`src/rtl/bar_graph_peak.sv`:
```
// Bar-graph renderer with per-bar peak-hold markers. Heights are staged in a shadow
// bank, committed one bar per cycle after frame_tick, and pixels are classified with one cycle latency.
module bar_graph_peak #(
    parameter int unsigned N_BARS      = 16,
    parameter int unsigned X0          = 2,
    parameter int unsigned PITCH       = 40,
    parameter int unsigned BAR_W       = 36,
    parameter int unsigned Y_BASE      = 480,
    parameter int unsigned HOLD_FRAMES = 30,
    parameter int unsigned DECAY_STEP  = 4,
    parameter int unsigned PEAK_H      = 3
) (
    input  logic                      clk,
    input  logic                      reset,
    input  logic                      frame_tick,
    input  logic                      load_valid,
    input  logic [$clog2(N_BARS)-1:0] load_idx,
    input  logic [8:0]                load_height,
    output logic                      load_ready,
    input  logic [9:0]                xin,
    input  logic [8:0]                yin,
    output logic                      bar_on,
    output logic                      peak_on,
    output logic [$clog2(N_BARS)-1:0] bar_idx,
    output logic                      overrun
);

    localparam int unsigned IdxW  = $clog2(N_BARS);
    localparam int unsigned HoldW = (HOLD_FRAMES < 1) ? 1 : $clog2(HOLD_FRAMES + 1);

    localparam logic [8:0]       YMax     = 9'(Y_BASE);
    localparam logic [8:0]       DecStep  = 9'(DECAY_STEP);
    localparam logic [HoldW-1:0] HoldInit = HoldW'(HOLD_FRAMES);
    localparam logic [10:0]      YBase    = 11'(Y_BASE);
    localparam logic [10:0]      PeakH    = 11'(PEAK_H);
    localparam logic [10:0]      BarW     = 11'(BAR_W);

    typedef enum logic [0:0] {StIdle, StCommit} state_e;

    state_e state_q, state_d;
    logic [IdxW-1:0] cnt_q, cnt_d;
    logic overrun_q, overrun_d;

    logic [8:0]       shadow_q  [N_BARS];
    logic [8:0]       display_q [N_BARS];
    logic [8:0]       peak_q    [N_BARS];
    logic [HoldW-1:0] hold_q    [N_BARS];

    logic            bar_on_q, peak_on_q;
    logic [IdxW-1:0] bar_idx_q;

    logic            load_fire;
    logic [8:0]      load_clamped;
    logic [8:0]      cur_sh, cur_pk, pk_dec, new_peak;
    logic [HoldW-1:0] cur_hd, new_hold;

    logic            pix_bar_d, pix_peak_d;
    logic [IdxW-1:0] pix_idx_d;
    logic [10:0]     x_ext, y_ext, x_left, y_top, p_top;

    assign load_fire    = load_valid && load_ready && (32'(load_idx) < N_BARS);
    assign load_clamped = (load_height > YMax) ? YMax : load_height;

    always_comb begin
        state_d    = state_q;
        cnt_d      = cnt_q;
        overrun_d  = overrun_q;
        load_ready = 1'b0;
        case (state_q)
            StIdle: begin
                load_ready = !frame_tick;
                if (frame_tick) begin
                    state_d = StCommit;
                    cnt_d   = '0;
                end
            end
            StCommit: begin
                if (frame_tick) begin
                    overrun_d = 1'b1;
                end
                if (cnt_q == IdxW'(N_BARS - 1)) begin
                    state_d = StIdle;
                    cnt_d   = '0;
                end else begin
                    cnt_d = cnt_q + 1'b1;
                end
            end
            default: state_d = StIdle;
        endcase
    end

    // Peak/hold update for the bar visited this cycle; decay saturates at zero.
    always_comb begin
        cur_sh   = shadow_q[cnt_q];
        cur_pk   = peak_q[cnt_q];
        cur_hd   = hold_q[cnt_q];
        pk_dec   = (cur_pk > DecStep) ? (cur_pk - DecStep) : '0;
        new_peak = cur_pk;
        new_hold = cur_hd;
        if (cur_sh >= cur_pk) begin
            new_peak = cur_sh;
            new_hold = HoldInit;
        end else if (cur_hd != '0) begin
            new_hold = cur_hd - 1'b1;
        end else begin
            new_peak = (pk_dec > cur_sh) ? pk_dec : cur_sh;
        end
    end

    assign x_ext = {1'b0, xin};
    assign y_ext = {2'b0, yin};

    always_comb begin
        pix_bar_d  = 1'b0;
        pix_peak_d = 1'b0;
        pix_idx_d  = '0;
        x_left     = '0;
        y_top      = '0;
        p_top      = '0;
        for (int j = 0; j < N_BARS; j++) begin
            x_left = 11'(X0 + j * PITCH);
            if (x_ext >= x_left && x_ext < x_left + BarW) begin
                pix_idx_d  = IdxW'(j);
                y_top      = YBase - {2'b0, display_q[j]};
                p_top      = YBase - {2'b0, peak_q[j]};
                pix_bar_d  = (display_q[j] != '0) && (y_ext >= y_top) && (y_ext < YBase);
                pix_peak_d = (peak_q[j] != '0) && (y_ext >= p_top) && (y_ext < p_top + PeakH);
            end
        end
    end

    always_ff @(posedge clk) begin
        if (reset) begin
            state_q   <= StIdle;
            cnt_q     <= '0;
            overrun_q <= 1'b0;
            bar_on_q  <= 1'b0;
            peak_on_q <= 1'b0;
            bar_idx_q <= '0;
            for (int i = 0; i < N_BARS; i++) begin
                shadow_q[i]  <= '0;
                display_q[i] <= '0;
                peak_q[i]    <= '0;
                hold_q[i]    <= '0;
            end
        end else begin
            state_q   <= state_d;
            cnt_q     <= cnt_d;
            overrun_q <= overrun_d;
            bar_on_q  <= pix_bar_d;
            peak_on_q <= pix_peak_d;
            bar_idx_q <= pix_idx_d;
            if (load_fire) begin
                shadow_q[load_idx] <= load_clamped;
            end
            if (state_q == StCommit) begin
                display_q[cnt_q] <= cur_sh;
                peak_q[cnt_q]    <= new_peak;
                hold_q[cnt_q]    <= new_hold;
            end
        end
    end

    assign bar_on  = bar_on_q;
    assign peak_on = peak_on_q;
    assign bar_idx = bar_idx_q;
    assign overrun = overrun_q;

endmodule

```
`config.mk`:
```
export PLATFORM = sky130hd
export DESIGN_NAME = bar_graph_peak
export DESIGN_NICKNAME = d
export VERILOG_FILES = /design/src/rtl/bar_graph_peak.sv
export SDC_FILE = /design/constraint.sdc
export NUM_CORES = 2
export LEC_CHECK = 0
export ABC_CLOCK_PERIOD_IN_PS = 6400
export BUFFER_PORTS_ARGS = -buffer_cell sky130_fd_sc_hd__buf_2
export CAP_MARGIN = 20
export CORE_UTILIZATION = 40
export DETAILED_ROUTE_END_ITERATION = 7
export PLACE_DENSITY = 0.66
export SYNTH_ARGS = -nofsm -noshare
export SYNTH_HDL_FRONTEND = slang
export SYNTH_SLANG_ARGS = --single-unit
```
`constraint.sdc`:
```
create_clock -name clk -period 6.4 [get_ports clk]
set_input_delay 0.96 -clock clk [delete_from_list [all_inputs] [get_ports clk]]
set_output_delay 0.96 -clock clk [all_outputs]
set_load 0.005 [all_outputs]
```
After elaboration in Yosys (flattened, before gate mapping). Memory sizes are Yosys's and may differ from the RTL's. A register that Yosys moved wholly into a read port is not among the register bits. Cells that the tools add are included.

Register bits: 12. Latch bits: 0. RAM bits: 512. Memory bits (read-only): 0. Input bits: 36. Output and inout bits: 8. Word-level logic and storage cells: 356. Memories kept: 4.

Add/sub/neg operators: 51. Multipliers: 0. Div/mod/pow operators: 0. Order comparisons: 85. Eq/ne operators: 2. Shift-type cells: 0. Mux-type cells: 87. Bitwise gates (word level): 1. Reductions and logical operators: 120.

Memory list: display_q (words 16, width 9, read ports 16, clocked after Yosys merged registers in 0, wr ports 16, RTL line 45) `logic [8:0] display_q [N_BARS];`; peak_q (words 16, width 9, read ports 17, clocked after Yosys merged registers in 1, wr ports 16, RTL line 46) `logic [8:0] peak_q [N_BARS];`; shadow_q (words 16, width 9, read ports 1, clocked after Yosys merged registers in 1, wr ports 16, RTL line 44) `logic [8:0] shadow_q [N_BARS];`; hold_q (words 16, width 5, read ports 1, clocked after Yosys merged registers in 1, wr ports 16, RTL line 47) `logic [HoldW-1:0] hold_q [N_BARS];`.

Operators by type and width (count): $ge A9 B11 Y1 (32); $sub A9 B9 Y10 const A (32); $reduce_bool A9 Y1 (32); $add A10 B3 Y11 const B (16); $lt A9 B11 Y1 (16); $mux W4 (26); $logic_and A1 B1 Y1 (81); $mux W9 (8); $ge A10 B9 Y1 const B (6); $lt A10 B9 Y1 const B (6); $mux W1 (48); $lt A10 B10 Y1 const B (4); $ge A10 B10 Y1 const B (3); $ge A10 B8 Y1 const B (3); $lt A10 B8 Y1 const B (3); $reduce_or A9 Y1 (3); $ge A10 B7 Y1 const B (2); $lt A10 B7 Y1 const B (2); $mux W5 (3); $ge A10 B2 Y1 const B (1); $ge A10 B6 Y1 const B (1); $lt A10 B6 Y1 const B (1); $ge A9 B9 Y1 (1); $gt A9 B3 Y1 const B (1); other kinds (15) (15).

Logic depth before layout (Yosys ltp). An unclocked memory read counts as a cell.

Word-level depth: 21. Mapped depth: 22. Depth with buffers taken out: 18.

Worst setup path after synthesis. No wires, ideal clock.

Path type: flip-flop to flip-flop. From: reg (tool-made name). To: mem peak_q[0][1] (data pin). Setup time: 0.268 ns. Arrival: 4.605 ns. Data required time: 6.132 ns. Path slack: 1.527 ns. Cell stages (with the launch flop): 20. Buffers on the path: 7. Clock period less this slack: 4.873 ns. Path through: dfxtp_1 buf_6 buf_12 buf_8 buf_6 buf_6 mux4_2 mux2_2 o21ai_2 clkbuf_1 inv_1 ha_1 o21a_1 o21ai_0 a21oi_1 o21ai_1 nand2_2 a22oi_2 buf_4 nor2_1.

RTL lines (RTL line): end, declared (46).

==> results.yml <==
logic_synthesis:
  synthTopCellsByArea: "edfxtp_1 (39%), ha_1 (16%), nor2_1 (5.4%)"
  syn-instance-count: 3816
  yosysWarnings: 0
  avgSynthCellArea_sq_um: 10.3
  synth_edf_count: 512
  synthesis.nets: 4342
  synth_area_leader_cell: "edfxtp_1"
  synth_top_area_share_pct: 39.2
  synth_flop_cell: "edfxtp_1"
  synth_cell_types: 95
  synthesis.area_sq_mm: 0.0392
  synth-async-reset-ratio_pct: 0
  ys_ff_latch: 528
  ys_seq_area_share_pct: 40.0
timing:
  hold_violations: 0
  fmax_mhz: 177
  maxSlewHeadroom_pct: 22.5
  period_share_pct: 88.5
  hold_slack_ns: 0.575
  timing.setup.tns_ns: 0
  rsz0062_at_grt: "false"
  worst_slew_pin_slew_ns: 1.16
  finalWorstSetupSlack_ns: 0.738
  skew_ns: 0.0299
  period_minus_slack_ns: 5.66
  slew_violations: 0
  setup_violations: 0
global_route:
  grt_util_all_layers_pct: 21.7
  grt.overflow.total: 0
  antenna_found_initial: 3
  grt_pass1_vias: 28400
  grt_pass1_wl_microns: 165000
  grt_start_max_net_pins: 43
setup_path:
  worst_setup_path_end_kind: "flop"
  crit_required_ns: 6.72
  path_class: "flop to flop"
  arrival_ns: 5.98
  crit_slowest_cell: "mux4_2"
  cpPeakStageDelay_ns: 0.60
  crit_fanout: 17
  cp_cell_sequence: "buf_4 -> mux4_2 -> a221oi_2 -> ha_1 -> nand2_1 -> nor4_2 -> a21o_1 -> ha_1 -> a21oi_1 -> and2_0 -> a221o_1 -> nor2_2 -> a221oi_2 -> a2bb2oi_2 -> buf_4 -> nor2_1"
  start_kind: "flop"
pwr:
  leakage_nw: 17.4
  power.switching_mw: 2.88
  comb_power_share_pct: 21.1
  p_int_mw: 6.85
  ir_drop_v: 0.000225
  sequentialPowerShare_pct: 41.6
  p_clk_share_pct: 37.3
  switching_share_pct: 29.6
  powerDensity_mw_per_mm2: 225
drt:
  dr.pass1.iters: 7
  wl_per_cell_microns: 21.0
  vias_per_cell: 5.70
  wirelength_microns: 109000
  antenna_left: 0
  drc: 6
  wl_met3_microns: 8620
  wl_met1_microns: 46500
  route.vias.total: 29600
  drt_iter0_markers: 2721
  highest_layer: "met5"
  wl_met2_microns: 50700
floorplan:
  io_pins: 44
  rows: 114
  die_w_microns: 315
  start_util_pct: 40.5
  core_sq_mm: 0.0969
  dieArea_sq_mm: 0.0992
  die_h_microns: 315
placement:
  dp_hpwl_microns: 76800
  dpl.cell_count: 5079
  gp_congestion: 0.926
  portBuffers: 42
  post_dp_cell_area_sq_mm: 0.0411
  place_ws_ns: 0.835
min_path:
  min_path_type: "flop to flop"
clock_network:
  cts.hold.buffers_added: 0
  cts_num_sinks: 528
  cts_tree: "yes"
  root_buffer: "clkbuf_16"
  clk-insertion-delay-late_ns: 0.64
  post-cts-setup-buffers: 0
  clkTransAtPathRegs_ns: 0.06
  cts_buffers: 58
  htree_levels: 2
  cts_buffer_depth: 3
  post_cts_resized: 0
final_layout:
  fin_area_sq_mm: 0.0432
  nets: 4391
  multiInputGateArea_sq_mm: 0.0221
  areaGrowthSynthToFinish_pct: 10.2
  n_fill_cell: 9002
  drive_gt1_share_pct: 10.3
  fin_cells: 5192
  ff_latch_area_sq_mm: 0.0157
status:
  status: "complete, but fails checks"
  violations: "DRC"
run:
  cap_violations: 0
## stage by stage
step / utilization [%] / power, mW
after floorplan: - / 5.48
after global placement: 42.4 / 6.08
after detailed placement: 42.4 / 6.14
after CTS: 44.5 / 9.73
after global routing: 44.6 / 10.1
final: 44.6 / 9.73
## area by class of cell
| type | count | share of cell area [%] |
|---|---|---|
| multi-input combinational | 2966 | 51.3 |
| tap | 1276 | 3.70 |
| timing repair buffer | 129 | 2.28 |
| clock inverter | 41 | 1.25 |
| inverter | 182 | 1.58 |
| antenna | 3 | 0.0174 |
| sequential | 528 | 36.4 |
| clock buffer | 67 | 3.54 |
## cells in the mapped netlist, types with 44 or more instances
cell type,n
nand2b_1,48
mux4_2,92
nand3_1,99
inv_1,177
clkbuf_1,93
nand2_1,308
o21a_1,44
a21oi_1,128
nor3_1,113
and3_1,89
o21ai_0,121
nor2_1,568
xor2_1,153
edfxtp_1,512
xnor2_1,164
ha_1,490
## logic make-up (layout without fill, tap and decap cells)
logic type	Yosys count	in the layout	synth area share (%)
flops	528	528	40.0
fa+ha+maj	490	490	15.6
compound gates	568	568	9.94
other cells	0	3	0
buf+inv	322	419	3.51
mux	128	128	6.34
simple gates	1463	1463	17.4
xor+xnor	317	317	7.08
## placed cells by master (no fill, tap or decap), types with 13 or more instances in the layout
cell	netlist	layout
a21o_1	39	39
buf_2	16	42
edfxtp_1	512	512
nor2_1	568	568
nor2b_1	41	41
and3_1	89	89
nor3_1	113	113
ha_1	490	490
o211ai_1	25	25
o21a_1	44	44
mux2i_1	19	19
a21oi_1	128	128
a21boi_0	13	13
nand2_1	308	308
nand2b_1	48	48
nor2_2	22	22
or3_1	23	23
o2111ai_1	13	13
o21ai_0	121	120
a2111oi_0	25	24
clkbuf_16	0	59
inv_1	177	176
xnor2_1	164	164
mux2_2	15	15
a31oi_1	18	18
a211oi_1	20	19
or4_1	27	27
xor2_1	153	153
nor4_1	25	25
nand3_1	99	99
mux4_2	92	92
nand4_1	17	17
and2_1	29	29
buf_4	10	78
## flip-flops by register name, summed over array words and instances (netlist names), 4 cells and up, named ones only
name,cells
bar_idx,4
cnt_q,4
display_q,144
hold_q,80
peak_q,144
shadow_q,144
## critical path, delay by kind of cell, from the launching register on
| kind | cells | cell delay, ns |
|---|---|---|
| AOI/OAI and AO/OA | 6 | 2.11 |
| and+or+nand+nor | 5 | 0.76 |
| adders and majority gates | 2 | 0.67 |
| buffers and inverters | 2 | 0.64 |
| muxes | 1 | 0.60 |
| DFF | 1 | 0.57 |
## routing by layer
metal,up-vias,global-route usage [%]
met3,171,3.58
met1,14300,28.8
met4,4,6.42
met5,-,0
li1,14100,-
met2,1009,36.0
## power groups by stage
| stage | clock network (mW) | logic (mW) | registers, mW |
|---|---|---|---|
| 6_report | 3.62 | 2.05 | 4.05 |
| 5_1_grt | 3.78 | 2.27 | 4.07 |
| 4_1_cts | 3.65 | 2.03 | 4.05 |
| 3_5_place_dp | 0 | 2.02 | 4.12 |
| 3_3_place_gp | 0 | 1.97 | 4.12 |
| 2_1_floorplan | 0 | 1.42 | 4.06 |
## path summary, 6_finish.rpt
check                           depth (start not counted)             to  startpoint  slack, ns
worst min-delay path                                    2       cnt_q[0]    cnt_q[0]       0.58
worst max register to register                         16  peak_q[10][8]        flop       0.74
worst max-delay path                                   16  peak_q[10][8]        flop       0.74
worst min register to register                          2       cnt_q[0]    cnt_q[0]       0.58
No activity file was read; power rests on OpenSTA's default activity.
